`src/rtl/instr_field_splitter.sv`:
```
// instr_field_splitter: flow-controlled one-stage splitter between fetch and
// the control decoder. Each word splits into opcode (top OP_W bits) and
// operand (low ARG_W bits). A prefix word (opcode == EXT_OP) contributes its
// argument as the upper half of the next word's double-width operand.
//
// state    | meaning
// ---------+---------------------------------------------------------------
// PF_IDLE  | no prefix pending; the next plain word emits a zero upper half
// PF_HELD  | one prefix argument latched, waiting for its plain word
module instr_field_splitter #(
  parameter int               INSTR_W = 12,
  parameter int               OP_W    = 4,
  parameter logic [OP_W-1:0]  EXT_OP  = 4'hF
) (
  input  logic                           clk,
  input  logic                           rst,
  input  logic                           flush,
  input  logic                           in_valid,
  output logic                           in_ready,
  input  logic [INSTR_W-1:0]             in_word,
  output logic                           out_valid,
  input  logic                           out_ready,
  output logic [OP_W-1:0]                out_opcode,
  output logic [2*(INSTR_W-OP_W)-1:0]    out_operand,
  output logic                           out_ext,
  output logic                           err
);

  localparam int ARG_W = INSTR_W - OP_W;

  typedef enum logic {
    PF_IDLE = 1'b0,
    PF_HELD = 1'b1
  } pf_state_t;

  pf_state_t              r_pf_state;
  logic [ARG_W-1:0]       r_pf_arg;
  logic                   r_out_valid;
  logic [OP_W-1:0]        r_out_opcode;
  logic [2*ARG_W-1:0]     r_out_operand;
  logic                   r_out_ext;
  logic                   r_err;

  logic                   w_in_ready;
  logic                   w_accept;
  logic [OP_W-1:0]        w_op;
  logic [ARG_W-1:0]       w_arg;
  logic                   w_is_ext;
  logic [ARG_W-1:0]       w_upper;

  // Ready is a pure function of the output slot, never of in_valid or flush.
  assign w_in_ready = ~r_out_valid | out_ready;
  assign w_accept   = in_valid & w_in_ready;
  assign w_op       = in_word[INSTR_W-1:INSTR_W-OP_W];
  assign w_arg      = in_word[ARG_W-1:0];
  assign w_is_ext   = (w_op == EXT_OP);
  assign w_upper    = (r_pf_state == PF_HELD) ? r_pf_arg : '0;

  // Prefix FSM, output register and sticky error in one registered process.
  always_ff @(posedge clk or posedge rst) begin
    if (rst) begin
      r_pf_state    <= PF_IDLE;
      r_pf_arg      <= '0;
      r_out_valid   <= 1'b0;
      r_out_opcode  <= '0;
      r_out_operand <= '0;
      r_out_ext     <= 1'b0;
      r_err         <= 1'b0;
    end else if (flush) begin
      // Flush drops the held output, the pending prefix and any word
      // handshaken in the same cycle; data fields keep their last values.
      r_pf_state  <= PF_IDLE;
      r_out_valid <= 1'b0;
      r_err       <= 1'b0;
    end else if (w_accept) begin
      if (w_is_ext) begin
        // An accept with a held output implies it was consumed this edge,
        // so the slot empties: a prefix produces nothing downstream.
        r_pf_arg    <= w_arg;
        r_out_valid <= 1'b0;
        if (r_pf_state == PF_HELD) begin
          r_err <= 1'b1;
        end
        r_pf_state  <= PF_HELD;
      end else begin
        r_out_valid   <= 1'b1;
        r_out_opcode  <= w_op;
        r_out_operand <= {w_upper, w_arg};
        r_out_ext     <= (r_pf_state == PF_HELD);
        r_pf_state    <= PF_IDLE;
      end
    end else if (r_out_valid && out_ready) begin
      r_out_valid <= 1'b0;
    end
  end

  assign in_ready    = w_in_ready;
  assign out_valid   = r_out_valid;
  assign out_opcode  = r_out_opcode;
  assign out_operand = r_out_operand;
  assign out_ext     = r_out_ext;
  assign err         = r_err;

endmodule

```
`config.mk`:
```
export PLATFORM = sky130hd
export DESIGN_NAME = instr_field_splitter
export DESIGN_NICKNAME = d
export VERILOG_FILES = /design/src/rtl/instr_field_splitter.sv
export SDC_FILE = /design/constraint.sdc
export NUM_CORES = 1
export LEC_CHECK = 0
export ABC_AREA = 1
export BUFFER_PORTS_ARGS = -buffer_cell sky130_fd_sc_hd__clkbuf_2
export CAP_MARGIN = 20
export CORE_AREA = 2 2 63 65
export CTS_BUF_LIST = sky130_fd_sc_hd__clkbuf_8 sky130_fd_sc_hd__clkbuf_16
export CTS_CLUSTER_SIZE = 40
export DETAILED_ROUTE_END_ITERATION = 6
export DIE_AREA = 0 0 65 67
export PLACE_DENSITY_LB_ADDON = 0.25
export SLEW_MARGIN = 20
export SYNTH_ARGS = -nofsm -noshare
export SYNTH_HDL_FRONTEND = slang
export SYNTH_SLANG_ARGS = --single-unit
```
`constraint.sdc`:
```
create_clock -name clk -period 1.4 [get_ports clk]
set_input_delay 0.14 -clock clk [delete_from_list [all_inputs] [get_ports clk]]
set_output_delay 0.14 -clock clk [all_outputs]
set_load 0.03 [all_outputs]
```
After elaboration in Yosys (flattened, before gate mapping)
Cells that the tools add are included.
- order comparisons: 0
- add/subtract/negate cells: 0
- eq/ne operators: 1
- reduce and logical (&&, ||, !) cells: 8
- shift-type cells: 0
- div/mod/pow operators: 0
- muxes and demuxes: 12
- bitwise gates (word level): 5
- multipliers: 0
- operators by type and width (kind ; count):
    $mux 1 ; 11
    $reduce_and 3->1 ; 3
    $mux 8 ; 1
    $reduce_bool 2->1 ; 3
    $eq 4x4->1 const B ; 1
    $not 1->1 ; 3
    $reduce_bool 3->1 ; 1
    $and 1x1->1 ; 1
    $logic_and 1x1->1 ; 1
    $or 1x1->1 ; 1
- flip-flop bits (word level): 32
- bits in read-only memories: 0
- bits in writable memories: 0
- memories kept: 0
- output and inout port bits: 24
- word-level logic and storage cells: 33
- bits in latches: 0

Longest topological paths before layout
- depth in word-level cells: 5
- mapped depth: 7
- gate-level depth less buffers: 6

Worst setup path after synthesis
Ideal clock, no wire load.
- path type: register to register
- start point: register r_out_valid, in the netlist out_valid
- end point: register r_out_ext, in the netlist out_ext
- setup time: 0.118 ns
- arrival: 1.134 ns
- setup slack: 0.148 ns
- clock period less this slack: 1.252 ns
- cell stages (with the launch flop): 6
- cell sequence: dfrtp_1 -> a21oi_4 -> nand3_2 -> buf_2 -> nand2_1 -> nand2_1
- word-level cells in the longest chain between the ends: 4
- RTL lines (what ; line ; RTL):
    start: declaration ; 38 ; logic r_out_valid;
    start signal: assignment ; 64 ; r_out_valid <= 1'b0;
    start signal: assignment ; 73 ; r_out_valid <= 1'b0;
    start signal: assignment ; 80 ; r_out_valid <= 1'b0;
    $not 1->1 ; 52 ; assign w_in_ready = ~r_out_valid | out_ready;
    $or 1x1->1 ; 52 ;
    $and 1x1->1 ; 53 ; assign w_accept = in_valid & w_in_ready;
    $reduce_and 3->1 (no source line) ; n/a ;
    end signal: assignment ; 89 ; r_out_ext <= (r_pf_state == PF_HELD);
    end: declaration ; 41 ; logic r_out_ext;
Every way passes these cells.
A chain may end at the register's enable or synchronous reset.

Worst setup path in the final report
- start point: register r_out_valid, in the netlist out_valid
- end point: register r_out_operand[0], in the netlist out_operand[0]
- word-level cells in the longest chain between the ends: 4
- RTL lines (what ; line ; RTL):
    $not 1->1 ; 52 ;
    $or 1x1->1 ; 52 ;
    $and 1x1->1 ; 53 ;
    $reduce_and 3->1 (no source line) ; n/a ;
    end signal: assignment ; 88 ; r_out_operand <= {w_upper, w_arg};
    end: declaration ; 40 ; logic [2*ARG_W-1:0] r_out_operand;
Every way passes these cells.

==> metrics.md <==
| Metric | Value |
|---|---|
| Sequential-to-total area share from yosys stat | between 50% and 60% |
| Final non-filler cell total | 262 |
| # rows | 22 |
| # fillers | 379 |
| Input/output buffers | 40 |
| Tcrit/Tclk final | about nine tenths |
| CP arrival | 1.42 ns |
| Area Overhead vs Synth | 27.4% |
| Crit path cell chain | a21oi_4, nand3_2, buf_4, nand2_1, nand2_1 |
| Sum Neg Setup Slack | 0 ns |
| Min Tclk post-route | 1.25 ns |
| Startpoint Class | flip-flop |
| Die width | 65 um |
| Gr ovfl total | 0 |
| FF+latch count, synth | 32 |
| DRT Pass-1 Iters | 4 |
| Clock Path Buffers | 2 |
| Diode count | 0 |
| Leakage Power | ~0.0011 uW |
| Gr usage total | ~16% |
| Syn_area_per_cell | roughly 8.3 um2 |
| Worst Hold Class | input port to flip-flop |
| Clock slew at reported path FFs | around 0.060 ns |
| Reg2reg start | out_valid |
| Post-route DRC | 0 |
| Layout Utilization | about half |
| Slowest CP cell | dfrtp_1 |
| Max-Slew Margin vs Limit | 73.3% |
| Setup crit end | out_operand[0] |
| Multi-input logic area | roughly 500 um2 |
| Worst-Skew Late Latency | between 0.2 and 0.3 ns |
| Final ANT Viol Nets | 0 |
| Reg area | approximately 800 um2 |
| Crit. Startpoint | out_valid |
| Pwr per Cell Area | ~1200 nW/um2 |
| HPWL after DPL | 2.04 mm |
| Total die area | about 4400 um2 |
| I/O pin count | about 40 |
| Max Fclk | between 800 and 900 MHz |
| Endpoint of the worst-slack reg-to-reg timing path | out_operand[0] |
| Nets@finish | 230 |
| Root Driver | clkbuf_8 |
| CTS sink count | 32 |
| Post-Route WL | between 2 and 3 mm |
| Final Hold Fails | 0 |
| First-pass GRT wire length | 5.26 mm |
| # Post-CTS Setup Buffers | 0 |
| Die height | approximately 67 um |
| Routed vias | approximately 1200 |
| Core region area | 3610 um2 |
| Fin. max-slew vios | 0 |
| Worst slew pin tran | 0.400 ns |
| Worst EP required | 1.58 ns |
| Avg WL per Cell | approximately 11 um |
| Kind of critical path | flip-flop to flip-flop |
| Synth Instances | about 170 |
| TritonCTS clock tree | yes |
| Critical Path End Type | flip-flop |
| Status | completed |
| RSZ-0062 raised after global routing | no |
| Worst R2R Setup Slack | ~0.15 ns |
| Vias in the first global route | between 1000 and 1500 |
| Largest net degree at the start of global routing | 33 |
| Initial drt markers | 18 |
| Yosys warnings | 0 |
| # H-tree levels | 2 |
| Distinct cells, synth | 13 |
| Post-synthesis cell area | 1400 um2 |
| Dpl cells | 253 |
| Worst path most repeated cell | nand2_1 |
| Setup Skew | about 0.0041 ns |
| GP Congestion | 0.752 |
| Initial Util | 38.8% |
| Maximum VDD drop | ~0.6 mV |
| Initial antenna violation count | 0 |
| Crit Path Max Fanout | 8 |
| Number of max-cap violations | 0 |
| # setup viols final | 0 |
| Vias per inst | approximately 4.5 |
| Syn_nets | 185 |
| TritonCTS buffer count | 5 |
| Share of layout cells above drive strength 1 | 26.6% |
| CP peak stage delay | about 0.43 ns |
| Worst R2R Path Depth | 5 |
==> per-stage QoR <==
stage	cell area, um2	setup slack [ns]	power [uW]	hold WS (ns)
after CTS	1770	0.103	2240	0.0932
after global placement	1670	0.163	1520	0.224
final	1780	0.154	2220	0.0974
after detailed placement	1670	0.118	1520	0.229
after global routing	1780	0.0397	2360	0.0988
after floorplan	1400	0.148	1380	0.256
==> report_power, final <==
part	switching, uW	internal [uW]	total [uW]
Clock	325	386	710
Combinational	288	130	417
Sequential	59.8	1030	1090
==> layer usage <==
layer  vias up  part of all wire [%]  track usage (%)
met4         0                   2.1             7.98
li1        618                     -                -
met2        37                    43             25.0
met1       505                    48             20.1
met3         6                   6.8             5.41
met5         -                     0                0
==> synthesized netlist by cell type, drive strengths merged <==
library cell	instances	area, um2
nand3	25	135
dfrtp	32	801
clkbuf	2	7.51
a21oi	1	16.3
nor2	2	7.51
o21ai	1	5.00
buf	8	42.5
nand2	74	278
nand4	8	50.1
inv	15	56.3
==> cells in the final DEF (no fill, tap or decap) <==
master	instances
inv_1	16
clkbuf_2	40
a21oi_4	1
nand3_1	23
nand3_4	1
dfrtp_1	32
nor2_1	2
nand3_2	1
nand2_1	74
o21ai_0	1
clkbuf_8	6
inv_2	1
buf_4	6
buf_12	1
dlygate4sd3_1	1
nand4_1	8
==> layout make-up <==
type | instances | area share (%)
clock buffer | 6 | 4.63
clock inverter | 2 | 0.421
inverter | 15 | 3.16
multi-input combinational | 111 | 28.0
sequential | 32 | 44.9
tap | 48 | 3.37
timing repair buffer | 48 | 15.4
==> flip-flops by register name (all words and copies together) (netlist names) <==
name / count
r_pf_arg: 8
err: 1
out_operand: 16
out_valid: 1
r_pf_state: 1
out_ext: 1
out_opcode: 4
==> critical path: cells and delay by family, from the launching register on <==
kind | cells | cell delay (ns)
flip-flops | 1 | 0.43
AND/OR/NAND/NOR | 3 | 0.27
AO/OA/AOI/OAI | 1 | 0.22
buffers and inverters | 1 | 0.21
==> how the worst min path moves through the flow <==
stage / startpoint / to / slack (ns) / cells after the start
after global placement: rst / out_opcode[0] / 0.22 / 3
after floorplan: rst / err / 0.26 / 1
after global routing: in_word[9] / out_opcode[1] / 0.1 / 3
after CTS: in_word[9] / out_opcode[1] / 0.09 / 3
final: in_word[9] / out_opcode[1] / 0.1 / 3
after detailed placement: rst / out_opcode[2] / 0.23 / 3
==> what timing repair did <==
| item | in CTS | in global routing |
|---|---|---|
| endpoints found under the hold margin | 32 | 0 |
| resized for setup | 0 | 1 |
| endpoints found under the setup margin | 0 | 2 |
| hold buffers | 1 | 0 |
==> cells by family (layout without fill, tap and decap cells) <==
logic type	Yosys count	in the layout	share of synthesized area (%)
flip-flops	32	32	57.2
AO/OA/AOI/OAI	2	2	1.52
buffers and inverters	25	71	7.60
AND/OR/NAND/NOR	109	109	33.6
Note: power is estimated with default switching activity, not from simulation.
